--- config.mk ---
export PLATFORM = sky130hd
export DESIGN_NAME = pipeline_hazard_ctrl
export DESIGN_NICKNAME = d
export VERILOG_FILES = /design/src/rtl/pipeline_ctrl_pkg.sv /design/src/rtl/pipeline_hazard_ctrl_load_use_detect.sv /design/src/rtl/pipeline_hazard_ctrl.sv
export SDC_FILE = /design/constraint.sdc
export NUM_CORES = 1
export LEC_CHECK = 0
export ABC_AREA = 1
export BUFFER_PORTS_ARGS = -buffer_cell sky130_fd_sc_hd__clkbuf_2
export CAP_MARGIN = 20
export CORE_ASPECT_RATIO = 1.1
export CORE_MARGIN = 2
export CORE_UTILIZATION = 45
export DETAILED_ROUTE_END_ITERATION = 8
export HOLD_SLACK_MARGIN = 0.06
export MAX_ROUTING_LAYER = met4
export PLACE_DENSITY = 0.77
export SLEW_MARGIN = 20
export SYNTH_ARGS = -nofsm -noshare
export SYNTH_HDL_FRONTEND = slang
export SYNTH_SLANG_ARGS = --single-unit
--- constraint.sdc ---
create_clock -name clk -period 1.8 [get_ports clk]
set_input_delay 0 -clock clk [delete_from_list [all_inputs] [get_ports clk]]
set_output_delay 0 -clock clk [all_outputs]
set_load 0.01 [all_outputs]
--- src/rtl/pipeline_ctrl_pkg.sv ---
// Shared types and constants for the pipeline stall/flush sequencer and
// the hazard detectors that feed it.
package pipeline_ctrl_pkg;

   localparam int REG_AW = 5;
   localparam logic [REG_AW-1:0] ZERO_REG = 5'd0;

   typedef enum logic [1:0] {
      RUN      = 2'd0,
      MEM_WAIT = 2'd1,
      ERR      = 2'd2
   } ctrl_state_t;

   typedef struct packed {
      logic pc_en;
      logic if_id_en;
      logic id_ex_en;
      logic ex_mem_en;
      logic mem_wb_en;
      logic if_id_flush;
      logic id_ex_flush;
      logic mem_wb_bubble;
   } pipe_ctrl_t;

endpackage

--- src/rtl/pipeline_hazard_ctrl_load_use_detect.sv ---
// Load-use hazard detector: the ID instruction reads a register that the load
// in EX has not yet produced. Writes to x0 never create a dependency.
module load_use_detect
   import pipeline_ctrl_pkg::*;
(
   input  logic [REG_AW-1:0] id_rs1,
   input  logic [REG_AW-1:0] id_rs2,
   input  logic              id_use_rs1,
   input  logic              id_use_rs2,
   input  logic [REG_AW-1:0] ex_rd,
   input  logic              ex_mem_read,
   output logic              hazard
);

   assign hazard = ex_mem_read && (ex_rd != ZERO_REG) &&
                   ((id_use_rs1 && (id_rs1 == ex_rd)) ||
                    (id_use_rs2 && (id_rs2 == ex_rd)));

endmodule

--- src/rtl/pipeline_hazard_ctrl.sv ---
// Stall/flush sequencer for the 5-stage pipeline: load-use stalls, taken-branch
// flushes, multi-cycle data-memory waits with timeout, and a stall counter.
//
//   state    | meaning
//   ---------+-------------------------------------------------------------
//   RUN      | normal flow; load-use stalls and branch flushes applied
//   MEM_WAIT | MEM access outstanding; front end frozen, WB gets bubbles
//   ERR      | memory timed out; pipeline frozen until reset
module pipeline_hazard_ctrl
   import pipeline_ctrl_pkg::*;
#(
   parameter int TIMEOUT = 16,
   parameter int CNT_W   = 32
) (
   input  logic              clk,
   input  logic              rst,
   input  logic [REG_AW-1:0] id_rs1,
   input  logic [REG_AW-1:0] id_rs2,
   input  logic              id_use_rs1,
   input  logic              id_use_rs2,
   input  logic [REG_AW-1:0] ex_rd,
   input  logic              ex_mem_read,
   input  logic              ex_branch_taken,
   input  logic              mem_req,
   input  logic              mem_ready,
   output logic              pc_en,
   output logic              if_id_en,
   output logic              id_ex_en,
   output logic              ex_mem_en,
   output logic              mem_wb_en,
   output logic              if_id_flush,
   output logic              id_ex_flush,
   output logic              mem_wb_bubble,
   output logic              mem_timeout,
   output logic [CNT_W-1:0]  stall_cnt
);

   localparam int WAIT_W = (TIMEOUT > 2) ? $clog2(TIMEOUT) : 1;

   ctrl_state_t       state_q, state_d;
   logic [WAIT_W-1:0] wait_q, wait_d;
   logic [CNT_W-1:0]  stall_q, stall_d;
   logic              load_use;
   pipe_ctrl_t        hold_ctrl, adv_ctrl, ctrl;

   load_use_detect u_load_use_detect (
      .id_rs1      (id_rs1),
      .id_rs2      (id_rs2),
      .id_use_rs1  (id_use_rs1),
      .id_use_rs2  (id_use_rs2),
      .ex_rd       (ex_rd),
      .ex_mem_read (ex_mem_read),
      .hazard      (load_use)
   );

   // Memory hold: retire WB but insert a bubble so the stalled MEM op is not written twice.
   always_comb begin
      hold_ctrl               = '0;
      hold_ctrl.mem_wb_en     = 1'b1;
      hold_ctrl.mem_wb_bubble = 1'b1;
   end

   // Advancing cycle: branch squash beats load-use since the ID op is discarded anyway.
   always_comb begin
      adv_ctrl = '0;
      if (ex_branch_taken) begin
         adv_ctrl             = '1;
         adv_ctrl.mem_wb_bubble = 1'b0;
      end else if (load_use) begin
         adv_ctrl.id_ex_en    = 1'b1;
         adv_ctrl.id_ex_flush = 1'b1;
         adv_ctrl.ex_mem_en   = 1'b1;
         adv_ctrl.mem_wb_en   = 1'b1;
      end else begin
         adv_ctrl.pc_en     = 1'b1;
         adv_ctrl.if_id_en  = 1'b1;
         adv_ctrl.id_ex_en  = 1'b1;
         adv_ctrl.ex_mem_en = 1'b1;
         adv_ctrl.mem_wb_en = 1'b1;
      end
   end

   always_comb begin
      state_d = state_q;
      wait_d  = wait_q;
      ctrl    = '0;
      case (state_q)
         RUN: begin
            if (mem_req && !mem_ready) begin
               ctrl    = hold_ctrl;
               state_d = MEM_WAIT;
               wait_d  = WAIT_W'(1);
            end else begin
               ctrl = adv_ctrl;
            end
         end
         MEM_WAIT: begin
            if (!mem_ready) begin
               ctrl = hold_ctrl;
               if (wait_q == WAIT_W'(TIMEOUT - 1)) begin
                  state_d = ERR;
               end else begin
                  wait_d = wait_q + 1'b1;
               end
            end else begin
               ctrl    = adv_ctrl;
               state_d = RUN;
               wait_d  = '0;
            end
         end
         ERR: begin
            ctrl = '0;
         end
         default: begin
            state_d = RUN;
            wait_d  = '0;
         end
      endcase
      // Outputs are Mealy, so reset must mask them combinationally too.
      if (rst) begin
         ctrl = '0;
      end
   end

   always_comb begin
      stall_d = stall_q;
      if (!ctrl.pc_en && (stall_q != {CNT_W{1'b1}})) begin
         stall_d = stall_q + 1'b1;
      end
   end

   always_ff @(posedge clk or posedge rst) begin
      if (rst) begin
         state_q <= RUN;
         wait_q  <= '0;
         stall_q <= '0;
      end else begin
         state_q <= state_d;
         wait_q  <= wait_d;
         stall_q <= stall_d;
      end
   end

   assign pc_en         = ctrl.pc_en;
   assign if_id_en      = ctrl.if_id_en;
   assign id_ex_en      = ctrl.id_ex_en;
   assign ex_mem_en     = ctrl.ex_mem_en;
   assign mem_wb_en     = ctrl.mem_wb_en;
   assign if_id_flush   = ctrl.if_id_flush;
   assign id_ex_flush   = ctrl.id_ex_flush;
   assign mem_wb_bubble = ctrl.mem_wb_bubble;
   assign mem_timeout   = (state_q == ERR);
   assign stall_cnt     = stall_q;

endmodule

; ---- Word-level counts from Yosys, hierarchy flattened
; Cells that the tools add are included.
[word_totals]
elab_cells = 45
inputBits = 23
out_inout_bits = 41
regBits = 38
[classes]
n_addsub = 2
n_bitwise = 1
muxes = 17
n_eq_ne = 9
n_reduce_logical = 13
[ops]
columns = cell, n
row1 = $add 32x1->32 const B, 1
row2 = $ne 32x32->1 const B, 1
row3 = $mux 8, 3
row4 = $pmux 8 s2, 1
row5 = $mux 4, 3
row6 = $pmux 4 s3, 1
row7 = $eq 5x5->1, 2
row8 = $mux 2, 4
row9 = $logic_and 1x1->1, 6
row10 = $ne 3x3->1 const B, 2
row11 = $pmux 2 s3, 1
row12 = $reduce_and 3->1, 2
row13 = $mux 5, 1
row14 = $reduce_bool 5->1, 1
row15 = $add 4x1->4 const B, 1
row16 = $eq 4x4->1 const B, 1
row17 = $mux 1, 3
row18 = $eq 2x1->1 const B, 1
row19 = $eq 2x2->1 const B, 1
row20 = $logic_not 1->1, 2
row21 = $logic_not 2->1, 1
row22 = $ne 2x2->1 const B, 1
row23 = $logic_or 1x1->1, 1
row24 = $not 1->1, 1

; ---- Logic depth before layout (Yosys ltp)
; Gate-level depths: netlist of run 1.
[depth]
word_depth = 11
mapped_depth = 12
ltp_nobuf = 11

; ---- Modules after synthesis
; From an unflattened synthesis of run 1, not the netlist that was laid out.
[hier_totals]
hier_cells = 451
area_unflattened_um2 = 2778.9
[modules_own_cells]
columns = mod, area_per_inst_um2, instances, cells_each, seq_area_each_um2
row1 = pipeline_hazard_ctrl, 2562.5, 1, 397, 950.9
row2 = load_use_detect, 216.5, 1, 54, 0.0

; ---- Least setup slack after synthesis of run 1
; No wires, ideal clock.
[synth_timing]
path_type = input to output
start = input port rst
end = output port pc_en
arrival_ps = 1788
path_slack_ps = 12
n_path_buf = 2
required_time_ps = 1800
path_stages = 7
cell_sequence = inv_1 nand2_1 inv_1 nand2_1 buf_2 inv_1 buf_4
[synth_via]
elab_chain_len = 1
[synth_lines]
columns = element, line
row1 = from (decl), pipeline_hazard_ctrl.sv:16  ; input logic rst,
row2 = $mux 8, pipeline_hazard_ctrl.sv:120  ; if (rst) begin
row3 = to (decl), pipeline_hazard_ctrl.sv:26  ; output logic pc_en,
; Every way passes these cells.

; ---- Worst setup path in the final report of run 1
[layout_timing]
start = register state_q[0]
end = output port if_id_en
[layout_via]
elab_chain_len = 3
word_cells_on_any_way = 4
cone_classes = eq/ne: 1 / mux: 2 / reduce/logical: 1
[layout_lines]
columns = element, line
row1 = from (decl), pipeline_hazard_ctrl.sv:40  ; ctrl_state_t state_q, state_d;
row2 = from (signal assigned), pipeline_hazard_ctrl.sv:138  ; state_q <= state_d;
row3 = $eq 2x1->1 or $logic_not 2->1 (tied branches), pipeline_hazard_ctrl.sv:87  ; case (state_q)
row4 = $pmux 8 s2 (*), pipeline_hazard_ctrl.sv:87
row5 = $mux 8 (*), pipeline_hazard_ctrl.sv:120
row6 = to (decl), pipeline_hazard_ctrl.sv:27  ; output logic if_id_en,
; Mark *: on every way between the ends. The rest lies on a longest branch, timed or not.

==> summary.txt, run 1 <==
Setup path
  • Slowest CP cell: dfrtp_1
  • Critical path, cell by cell: nor2_2 > nand2_1 > o21ai_0 > nand2_1 > inv_2 > nand2_4 > buf_8 > inv_1 > clkbuf_2
  • Crit path DAT: 1.72 ns
  • FF-to-FF Start: stall_cnt[9]
  • Buffers & Inverters on Critical Path: 4
  • CP dominant cell by count: nand2_1
  • Crit Path Class: flop to primary output
  • CP top delay family: simple AND/OR/NAND/NOR gates
  • Startpoint Class: flop
  • Crit path largest cell delay: 0.42 ns
  • Worst Setup SP: state_q[0]
  • Worst Setup End Kind: primary output
  • Logic depth of the worst path, buffers included: 9
  • Reg2Reg Depth: 8
  • Worst-path fanout max: 20
  • CP Data Required Time: 1.80 ns

Synthesis
  • Number of distinct library cells after synthesis: 24
  • Top cells by area, synth: dfrtp_1 (34%), nand2_1 (25%), nand3_1 (8.5%)
  • Syn Inst Count: 439
  • Seq/Total Area, Yosys: 0.3445
  • Warnings, synthesis: 0
  • Synthesis-stage register bit count: 38
  • Avg Inst Size Synth: 6.287 um2
  • Syn Nets: 464
  • Top cell type's share of synthesized area: 0.3445
  • Synth Cell Area: 2760 um2
  • Largest area contributor in the netlist: dfrtp_1

Hold path
  • Hold WC Path Type: primary input to primary output
  • WHS Path Cells: 4
  • Hold wc startpoint: ex_branch_taken

STA
  • Pins Over Slew Limit: 0
  • Worst-margin pin slew: 0.4871 ns
  • Worst Clk Skew: 0.005997 ns
  • Hold Fails Final Rpt: 0
  • Period utilization: 0.9554
  • Fin crit period: 1.720 ns
  • Max frequency: 581.5 MHz
  • Slew HR: 0.6753
  • Setup-failing EPs final: 0

Placed design
  • Area post-placement: 3236 um2
  • Post-DP HPWL: 5666 um
  • Port Buffer Count: 63
  • Placed instance count: 587
  • Routability congestion estimate from global placement: 0.9355

Routing
  • ANT nets after route: 0
  • Wire length per cell: 12.50 um
  • DRC violations left: 0
  • Final WL: 7498 um
  • TritonRoute pass-1 iters: 4
  • Post-DR vias/cell: 4.958
  • Initial DRC count: 201
  • Vias: 2975

CTS
  • Longest Clk Path Bufs: 2
  • CTS tree: yes
  • Clk slew on worst S/H paths: 0.08 ns
  • Root buffer selected by CTS: clkbuf_8
  • Total CTS buffers: 5
  • CTS HTree Levels: 2
  • Clk Latency, worst-skew pair: 0.30 ns
  • Clk sinks: 38

Cells and area
  • Share of post-route cells with drive strength above 1: 0.2161
  • Most common cell after layout, fill and taps aside: nand2_1
  • # diodes: 0
  • Final instance area: 3452 um2
  • Most frequent cells in the layout: nand2_1 (185), clkbuf_2 (63), nor2_1 (50)
  • Finished Layout Cells: 600
  • Synthesis-to-finish area growth: 25.07%
  • NumNets Final: 547

GRT
  • Initial antenna violation count: 0
  • GR Util All Layers: 0.2426
  • Largest net degree at the start of global routing: 39
  • Vias in the first global route: 2807
  • First-pass GRT wire length: 12620 um
  • GR Overflow Total: 0

Pwr
  • Peak VDD IR: 0.0007426 V
  • Cell leakage power: 1.862 nW
  • PD cells: 709.4 nW/um2

Floorplan
  • I/O pin cnt: 64
  • Die W: 78.67 um
  • Core area: 5842 um2
  • Die H: 86.14 um
  • Row count: 29
  • Full die area: 6777 um2
  • Initial Utilization: 0.4725

Outcome
  • Status: complete, no violations

Flow run
  • Maxcap violations: 0
## stage by stage
stage / hold WS, ns / setup WS [ns] / TNS, ns / utilization / power (W)
after global routing: 0.3530 / -0.03701 / -0.07446 / 0.5909 / 0.002603
final: 0.3249 / 0.08031 / 0 / 0.5909 / 0.002449
after floorplan: 0.04292 / 0.01217 / 0 / - / 0.001433
after global placement: 0.1755 / 0.04331 / 0 / 0.5539 / 0.001660
after CTS: 0.3254 / 0.0007403 / 0 / 0.5791 / 0.002423
after detailed placement: 0.1852 / 0.003326 / 0 / 0.5539 / 0.001677
## metal layers
metal,GRT usage,vias to the layer above,wire [um]
li1,-,1523,-
met1,0.2983,1380,3354
met2,0.4002,63,3701
met3,0.04947,9,339
met4,0.07815,0,103
met5,-,-,0
## what timing repair did
| action | in CTS | in global routing |
|---|---|---|
| pin swaps | 0 | 2 |
| gates cloned | 0 | 0 |
| setup buffers | 0 | 2 |
| hold buffers | 3 | 0 |
| setup endpoints to repair | 3 | 34 |
| hold endpoints to repair | 40 | 0 |
| gates resized for setup | 3 | 17 |
## registers in the layout, summed over array words and instances (netlist names)
| name | cells |
|---|---|
| state_q | 2 |
| wait_q | 4 |
| stall_cnt | 32 |
## worst register-to-register path: stages, from the launching register on
cell     delay, ns
dfrtp_1       0.44
nand2_1       0.14
nor2_1        0.18
nand2_1       0.11
nor2_4        0.14
nand4_4       0.15
buf_6         0.23
nand3_1       0.10
nand2_1       0.07
## cells in the mapped netlist
cell type,n
xnor2_1,5
ha_1,2
nand3_1,47
nor2_1,56
inv_1,45
nand4_1,2
nor3_1,12
a21oi_1,4
buf_6,3
nor2_4,1
nand2_4,1
o21ai_0,6
inv_2,1
nand3b_1,3
buf_4,2
nand4_4,1
a32o_1,1
nand3_2,1
nor3b_1,1
nand2_2,1
nand2_1,186
dfrtp_1,38
xor2_1,14
buf_2,6
## report_power, final
| part | total [W] | switching [W] | internal [W] |
|---|---|---|---|
| Sequential | 0.00106 | 0.000117 | 0.000945 |
| Combinational | 0.000651 | 0.000374 | 0.000277 |
| Clock | 0.000736 | 0.000328 | 0.000408 |
## cell families (layout without fill, tap and decap cells)
logic type | after synthesis | count (layout) | share of synthesized area
AOI/OAI and AO/OA | 11 | 11 | 0.02176
and+or+nand+nor | 312 | 312 | 0.4733
DFF | 38 | 38 | 0.3445
buffers and inverters | 57 | 141 | 0.09111
adders and majority gates | 2 | 2 | 0.009065
xor gates and xnor gates | 19 | 19 | 0.06029
## final timing paths
check | to | slack, ns
worst max-delay path | if_id_en | 0.08
worst min register to register | wait_q[1] | 0.54
worst max register to register | stall_cnt[4] | 0.13
worst min-delay path | if_id_flush | 0.32
min in group asynchronous | wait_q[1] | 0.42
max in group asynchronous | stall_cnt[3] | 1.02
## area by class of cell
class	instances	area (um2)
timing repair buffer	87	514.2
clock inverter	3	40.04
sequential	38	955.9
inverter	46	172.7
clock buffer	5	68.82
fill	567	2390
tap	77	96.34
multi-input combinational	344	1604
(Power assumes the default switching activity.)
==> run 2, diff against run 1 <==
--- a/config.mk
+++ b/config.mk
@@ -18,4 +18,5 @@
 export SLEW_MARGIN = 20
 export SYNTH_ARGS = -nofsm -noshare
 export SYNTH_HDL_FRONTEND = slang
+export SYNTH_HIERARCHICAL = 1
 export SYNTH_SLANG_ARGS = --single-unit
==> run 2 against run 1 <==
Maximum frequency up 4.8%; via count fell by 1.5%; worst setup slack improved by 0.079 ns; sequential power shrank 20%; largest cell class unchanged; routed wire length is 9.2% lower; first-iteration DRC count is 19% lower; cell count up 1.5%; area after synthesis increased by 0.68%; hold slack got worse by 0.060 ns; die area up 0.65%.
==> summary.txt, run 2 <==
Outcome
  • Status: complete, no violations

Synthesis
  • Top cells by area, synth: dfrtp_1 (34%), nand2_1 (30%), nor2_1 (7.8%)
  • Syn Inst Count: 451
  • Async S/R FF share, synth: 1.000
  • Synth Cell Area: 2779 um2
  • Synth top cells by count: nand2_1 (224), nor2_1 (58), inv_1 (42), dfrtp_1 (38), nand3_1 (17)
  • Seq/Total Area, Yosys: 0.3422
  • EDFF count, synth: 0
  • Number of distinct library cells after synthesis: 24
  • Warnings, synthesis: 6
  • Syn Nets: 476
  • Most frequent cell after synthesis: nand2_1
  • Synthesis-stage register bit count: 38
  • Avg Inst Size Synth: 6.162 um2
  • Most used DFF post-synth: dfrtp_1
  • Largest area contributor in the netlist: dfrtp_1
  • Top cell type's share of synthesized area: 0.3422

STA
  • Pins Over Slew Limit: 0
  • Worst-margin pin slew: 0.3635 ns
  • Max frequency: 609.3 MHz
  • Setup-failing EPs final: 0
  • Worst Clk Skew: 0.006618 ns
  • Final Worst Setup Slack: 0.1588 ns
  • Slew HR: 0.7576
  • Hold Fails Final Rpt: 0
  • Period utilization: 0.9118
  • Fin crit period: 1.641 ns

Routing
  • TritonRoute pass-1 iters: 4
  • Post-DR vias/cell: 4.813
  • Wire length per cell: 11.18 um
  • Final WL: 6808 um
  • ANT nets after route: 0
  • Initial DRC count: 163
  • DRC violations left: 0
  • Vias: 2931

Setup path
  • Startpoint Class: flop
  • Worst-path fanout max: 8
  • Worst Setup End Kind: flop
  • FF-to-FF End: stall_cnt[2]
  • Crit path DAT: 1.84 ns
  • Worst Setup SP: stall_cnt[0]
  • Crit Path Class: flop to flop
  • Critical Path End: stall_cnt[2]
  • FF-to-FF Start: stall_cnt[0]
  • Reg2Reg Depth: 10
  • CP Data Required Time: 2.00 ns
  • Reg-to-reg slack, setup: 0.16 ns

CTS
  • CTS HTree Levels: 2
  • Clk sinks: 38
  • Total CTS buffers: 5
  • Clk Latency, worst-skew pair: 0.30 ns
  • CTS tree: yes
  • Clk slew on worst S/H paths: 0.08 ns
  • Longest Clk Path Bufs: 2
  • Root buffer selected by CTS: clkbuf_8

Floorplan
  • I/O pin cnt: 64
  • Die H: 86.42 um
  • Die W: 78.93 um
  • Initial Utilization: 0.4570
  • Full die area: 6821 um2
  • Row count: 30
  • Core area: 6081 um2

Cells and area
  • Final instance area: 3369 um2
  • Most frequent cells in the layout: nand2_1 (224), clkbuf_2 (63), nor2_1 (56)
  • Share of post-route cells with drive strength above 1: 0.1985
  • # diodes: 0
  • Most common cell after layout, fill and taps aside: nand2_1
  • NumNets Final: 553
  • Final core utilization: 0.5541
  • Synthesis-to-finish area growth: 21.25%
  • Max reg flops: 32
  • Finished Layout Cells: 609

Pwr
  • Sw frac: 0.2343
  • PD cells: 465.4 nW/um2
  • Int Power: 0.001201 W
  • Net Switching: 0.0003674 W
  • Gate power share: 0.060
  • Peak VDD IR: 0.0002563 V
  • Clk pwr share: 0.396
  • Cell leakage power: 1.880 nW
  • Sequential cell fraction of total power: 0.544

Placed design
  • Area post-placement: 3222 um2
  • Dpl ws: 0.07415 ns
  • Placed instance count: 597
  • Port Buffer Count: 63
  • Routability congestion estimate from global placement: 0.9429
  • Post-DP HPWL: 5185 um

Hold path
  • Hold WC Path Type: primary input to flop

GRT
  • First-pass GRT wire length: 11790 um
  • GR Overflow Total: 0
  • GR Util All Layers: 0.2243
  • Largest net degree at the start of global routing: 40
  • Initial antenna violation count: 0
  • Vias in the first global route: 2724

Flow run
  • Maxcap violations: 0
==> run 2: cell count changes after synthesis, moves of 4 or more <==
| cell | before | now |
|---|---|---|
| nand3_1 | 47 | 17 |
| nand3b_1 | 3 | 7 |
| nor2_2 | 0 | 7 |
| o21ai_0 | 6 | 11 |
| xor2_1 | 14 | 9 |
| nand2_1 | 186 | 224 |
| buf_2 | 6 | 0 |
| nor3_1 | 12 | 1 |
==> run 2: final cells by class <==
cell class | instances | area (um2)
clock inverter | 1 | 5.005
inverter | 46 | 175.2
fill | 620 | 2711
tap | 80 | 100.1
sequential | 38 | 950.9
timing repair buffer | 77 | 444.2
multi-input combinational | 360 | 1608
clock buffer | 7 | 86.33
==> run 2: kinds of logic after synthesis <==
kind of cell,synth area share
adder cells (fa/ha/maj),0.009004
AO/OA/AOI/OAI,0.02701
XOR/XNOR,0.04097
AND/OR/NAND/NOR,0.4962
flip-flops,0.3422
buffers and inverters,0.08465
==> run 2: how the worst min path moves through the flow <==
stage	slack, ns	start	cells past startpoint	end
floorplan	0.04	rst	1	mem_wb_en
global placement	0.18	rst	3	state_q[0]
detailed placement	0.19	rst	3	state_q[0]
CTS	0.33	ex_branch_taken	4	if_id_flush
global route	0.31	ex_branch_taken	6	stall_cnt[16]
finish	0.27	ex_branch_taken	6	stall_cnt[16]
==> run 2: power by group through the flow <==
stage               sequential [W]  clock [W]  combinational, W
finish                    0.000853   0.000621         0.0000940
CTS                       0.000853   0.000640         0.0000950
global placement          0.000870          0         0.0000877
global route              0.000853   0.000673          0.000110
floorplan                 0.000870          0         0.0000466
detailed placement        0.000870          0         0.0000899
==> run 2: critical path, cell delays in order (launching register included) <==
cell,delay (ns)
dfrtp_1,0.40
ha_1,0.20
nand2_2,0.08
nor2_4,0.14
nand2_4,0.10
nor2_8,0.14
nand2_4,0.07
nand2_4,0.11
buf_4,0.16
nand2_1,0.05
o21ai_0,0.09
==> run 2: repair_timing <==
action	4_1_cts	5_1_grt
endpoints found under the setup margin	0	32
buffers inserted	0	1
hold endpoints to repair	40	0
hold buffers	3	0
resized for setup	0	5
==> run 2: metal layers <==
metal	routed length [um]	global-route usage	vias to the layer above	share of wire
met4	169	0.1160	0	0.025
li1	-	-	1524	-
met2	3345	0.3784	92	0.49
met1	2885	0.2589	1299	0.42
met3	407	0.03542	16	0.060
met5	0	-	-	0
==> run 2: per-stage QoR <==
stage	power, W	hold WS (ns)	setup TNS, ns
3_5_place_dp	0.0009597	0.1900	0
3_3_place_gp	0.0009575	0.1822	0
6_report	0.001568	0.2652	0
4_1_cts	0.001588	0.3323	0
5_1_grt	0.001636	0.3125	-0.007113
2_1_floorplan	0.0009165	0.04292	0
==> run 3, diff against run 2 <==
--- a/config.mk
+++ b/config.mk
@@ -14,7 +14,7 @@
 export DETAILED_ROUTE_END_ITERATION = 8
 export HOLD_SLACK_MARGIN = 0.06
 export MAX_ROUTING_LAYER = met4
-export PLACE_DENSITY = 0.77
+export PLACE_DENSITY = 0.79
 export SLEW_MARGIN = 20
 export SYNTH_ARGS = -nofsm -noshare
 export SYNTH_HDL_FRONTEND = slang
==> constraint.sdc (replaced) <==
create_clock -name clk -period 1.4 [get_ports clk]
set_input_delay 0 -clock clk [delete_from_list [all_inputs] [get_ports clk]]
set_output_delay 0 -clock clk [all_outputs]
set_load 0.01 [all_outputs]
==> run 3 against run 2 <==
The run now ends with setup timing left; via count rose by 16%; global-route usage grew 3.5 points; die area unchanged; routed wire length grew 30%; cell count increased by 12%; combinational power grew 41%; sequential power grew 29%; clock-buffer cell count shrank 1; first-iteration DRC count increased by 12%; clock skew decreased by 0.0012 ns; utilization rose by 13 points; sequential cell count did not move; critical path type unchanged; critical endpoint is now stall_cnt[6].
==> summary.txt, run 3 (synthesized netlist as in run 2, its figures left out) <==
STA
  • Worst Clk Skew: 0.005374 ns
  • Post-Route Setup TNS: -5.524 ns
  • Period utilization: 1.124
  • Max frequency: 635.6 MHz
  • Fin crit period: 1.573 ns
  • Slew HR: 0.6530
  • WHS: 0.3561 ns
  • Worst-margin pin slew: 0.5205 ns
  • Setup-failing EPs final: 45
  • Hold Fails Final Rpt: 0
  • Final Worst Setup Slack: -0.1734 ns
  • RSZ-0062 raised after global routing: yes
  • Pins Over Slew Limit: 0

Cells and area
  • Finished Layout Cells: 680
  • Most common cell after layout, fill and taps aside: nand2_1
  • Final instance area: 4150 um2
  • Register area: 953.4 um2
  • Most frequent cells in the layout: nand2_1 (207), buf_4 (71), clkbuf_2 (59)
  • # diodes: 0
  • # fillers: 493
  • Max reg flops: 32
  • Share of post-route cells with drive strength above 1: 0.3617
  • Synthesis-to-finish area growth: 49.35%
  • NumNets Final: 624
  • Area occupied by multi-input gates: 1775 um2

CTS
  • Longest Clk Path Bufs: 2
  • Clk slew on worst S/H paths: 0.08 ns
  • Clk Latency, worst-skew pair: 0.30 ns
  • Root buffer selected by CTS: clkbuf_8
  • Clk sinks: 38
  • CTS HTree Levels: 2
  • Total CTS buffers: 5
  • CTS tree: yes

Pwr
  • Peak VDD IR: 0.0005167 V
  • Cell leakage power: 2.272 nW
  • Power, Total: 0.002062 W
  • PD cells: 496.8 nW/um2

GRT
  • Initial antenna violation count: 0
  • Vias in the first global route: 3220
  • GR Util All Layers: 0.2590
  • GR Overflow Total: 0
  • Largest net degree at the start of global routing: 39
  • First-pass GRT wire length: 13670 um

Floorplan
  • Die W: 78.93 um
  • Row count: 30
  • I/O pin cnt: 64
  • Full die area: 6821 um2
  • Initial Utilization: 0.4570
  • Die H: 86.42 um
  • Core area: 6081 um2

Setup path
  • Worst Setup End Kind: flop
  • Crit Path Class: flop to flop
  • Critical Path End: stall_cnt[6]
  • Crit path DAT: 1.80 ns
  • Crit path largest cell delay: 0.44 ns
  • CP dominant cell by count: nand2_1
  • Reg2Reg Depth: 10
  • FF-to-FF End: stall_cnt[6]
  • CP Data Required Time: 1.63 ns
  • Worst Setup SP: state_q[0]
  • Startpoint Class: flop
  • Reg-to-reg slack, setup: -0.17 ns
  • FF-to-FF Start: state_q[0]
  • Slowest CP cell: dfrtp_1
  • Critical path, cell by cell: inv_1 > nor2_2 > nand2_1 > nand2_2 > nand3_4 > buf_4 > nand2_8 > buf_12 > nand2_1 > o21ai_1
  • Worst-path fanout max: 12

Placed design
  • Area post-placement: 3701 um2
  • Placed instance count: 658
  • Port Buffer Count: 63
  • Post-DP HPWL: 5910 um
  • Routability congestion estimate from global placement: 0.8666

Outcome
  • Status: complete, but fails checks
  • Failing checks: setup timing

Routing
  • TritonRoute pass-1 iters: 4
  • Vias: 3389
  • Initial DRC count: 183
  • Routed wl met3: 463 um
  • Post-DR vias/cell: 4.984
  • Wire length on met1: 3578 um
  • ANT nets after route: 0
  • Final WL: 8882 um
  • DR WL met2: 4590 um
  • Wire length per cell: 13.06 um
  • DRC violations left: 0
  • Max Used Layer: met4

Hold path
  • Hold WC Path Type: primary input to primary output

Flow run
  • Maxcap violations: 0
-- run 3: area by class of cell --
class                           count  share of cell area
Multi-Input combinational cell    360              0.4278
Clock inverter                      2            0.003015
Sequential cell                    38              0.2297
Inverter                           46             0.04492
Tap cell                           80             0.02412
Timing Repair Buffer              148              0.2505
Clock buffer                        6             0.01990
-- run 3: where the power goes --
group          internal, W  total, W  switching, W
clock             0.000397  0.000833      0.000436
sequential         0.00110   0.00110             0
combinational    0.0000515  0.000133     0.0000817
total              0.00154   0.00206      0.000518
-- run 3: critical path: cells and delay by family (launching register included) --
| kind | cells | cell delay [ns] |
|---|---|---|
| AO/OA/AOI/OAI | 1 | 0.08 |
| buffers and inverters | 3 | 0.40 |
| flip-flops | 1 | 0.44 |
| AND/OR/NAND/NOR | 6 | 0.57 |
-- run 3: routing by layer --
metal / up-vias / GRT usage
met5: - / -
met4: 0 / 0.1003
met3: 25 / 0.04063
met2: 112 / 0.4646
met1: 1581 / 0.2896
li1: 1671 / -
-- run 3: worst min-delay path by stage --
stage	from	to	slack (ns)	cells past startpoint
6_report	ex_branch_taken	if_id_flush	0.36	4
3_3_place_gp	rst	state_q[1]	0.21	3
5_1_grt	ex_branch_taken	if_id_flush	0.37	4
3_5_place_dp	rst	stall_cnt[26]	0.22	3
2_1_floorplan	rst	stall_cnt[10]	-0.03	1
4_1_cts	ex_branch_taken	stall_cnt[16]	0.33	7
-- run 3: timing repair --
action,CTS,global route
endpoints found under the setup margin,34,43
pin swaps,6,11
gates resized for setup,22,53
setup buffers,5,6
endpoints found under the hold margin,40,0
hold buffers,3,0
cloned,1,0
-- run 3: per-stage QoR --
step | util | worst slack, ns
after floorplan | - | -0.1684
after global placement | 0.6086 | -0.05362
after detailed placement | 0.6086 | -0.1411
after CTS | 0.6504 | -0.08806
after global routing | 0.6825 | -0.2509
final | 0.6825 | -0.1734
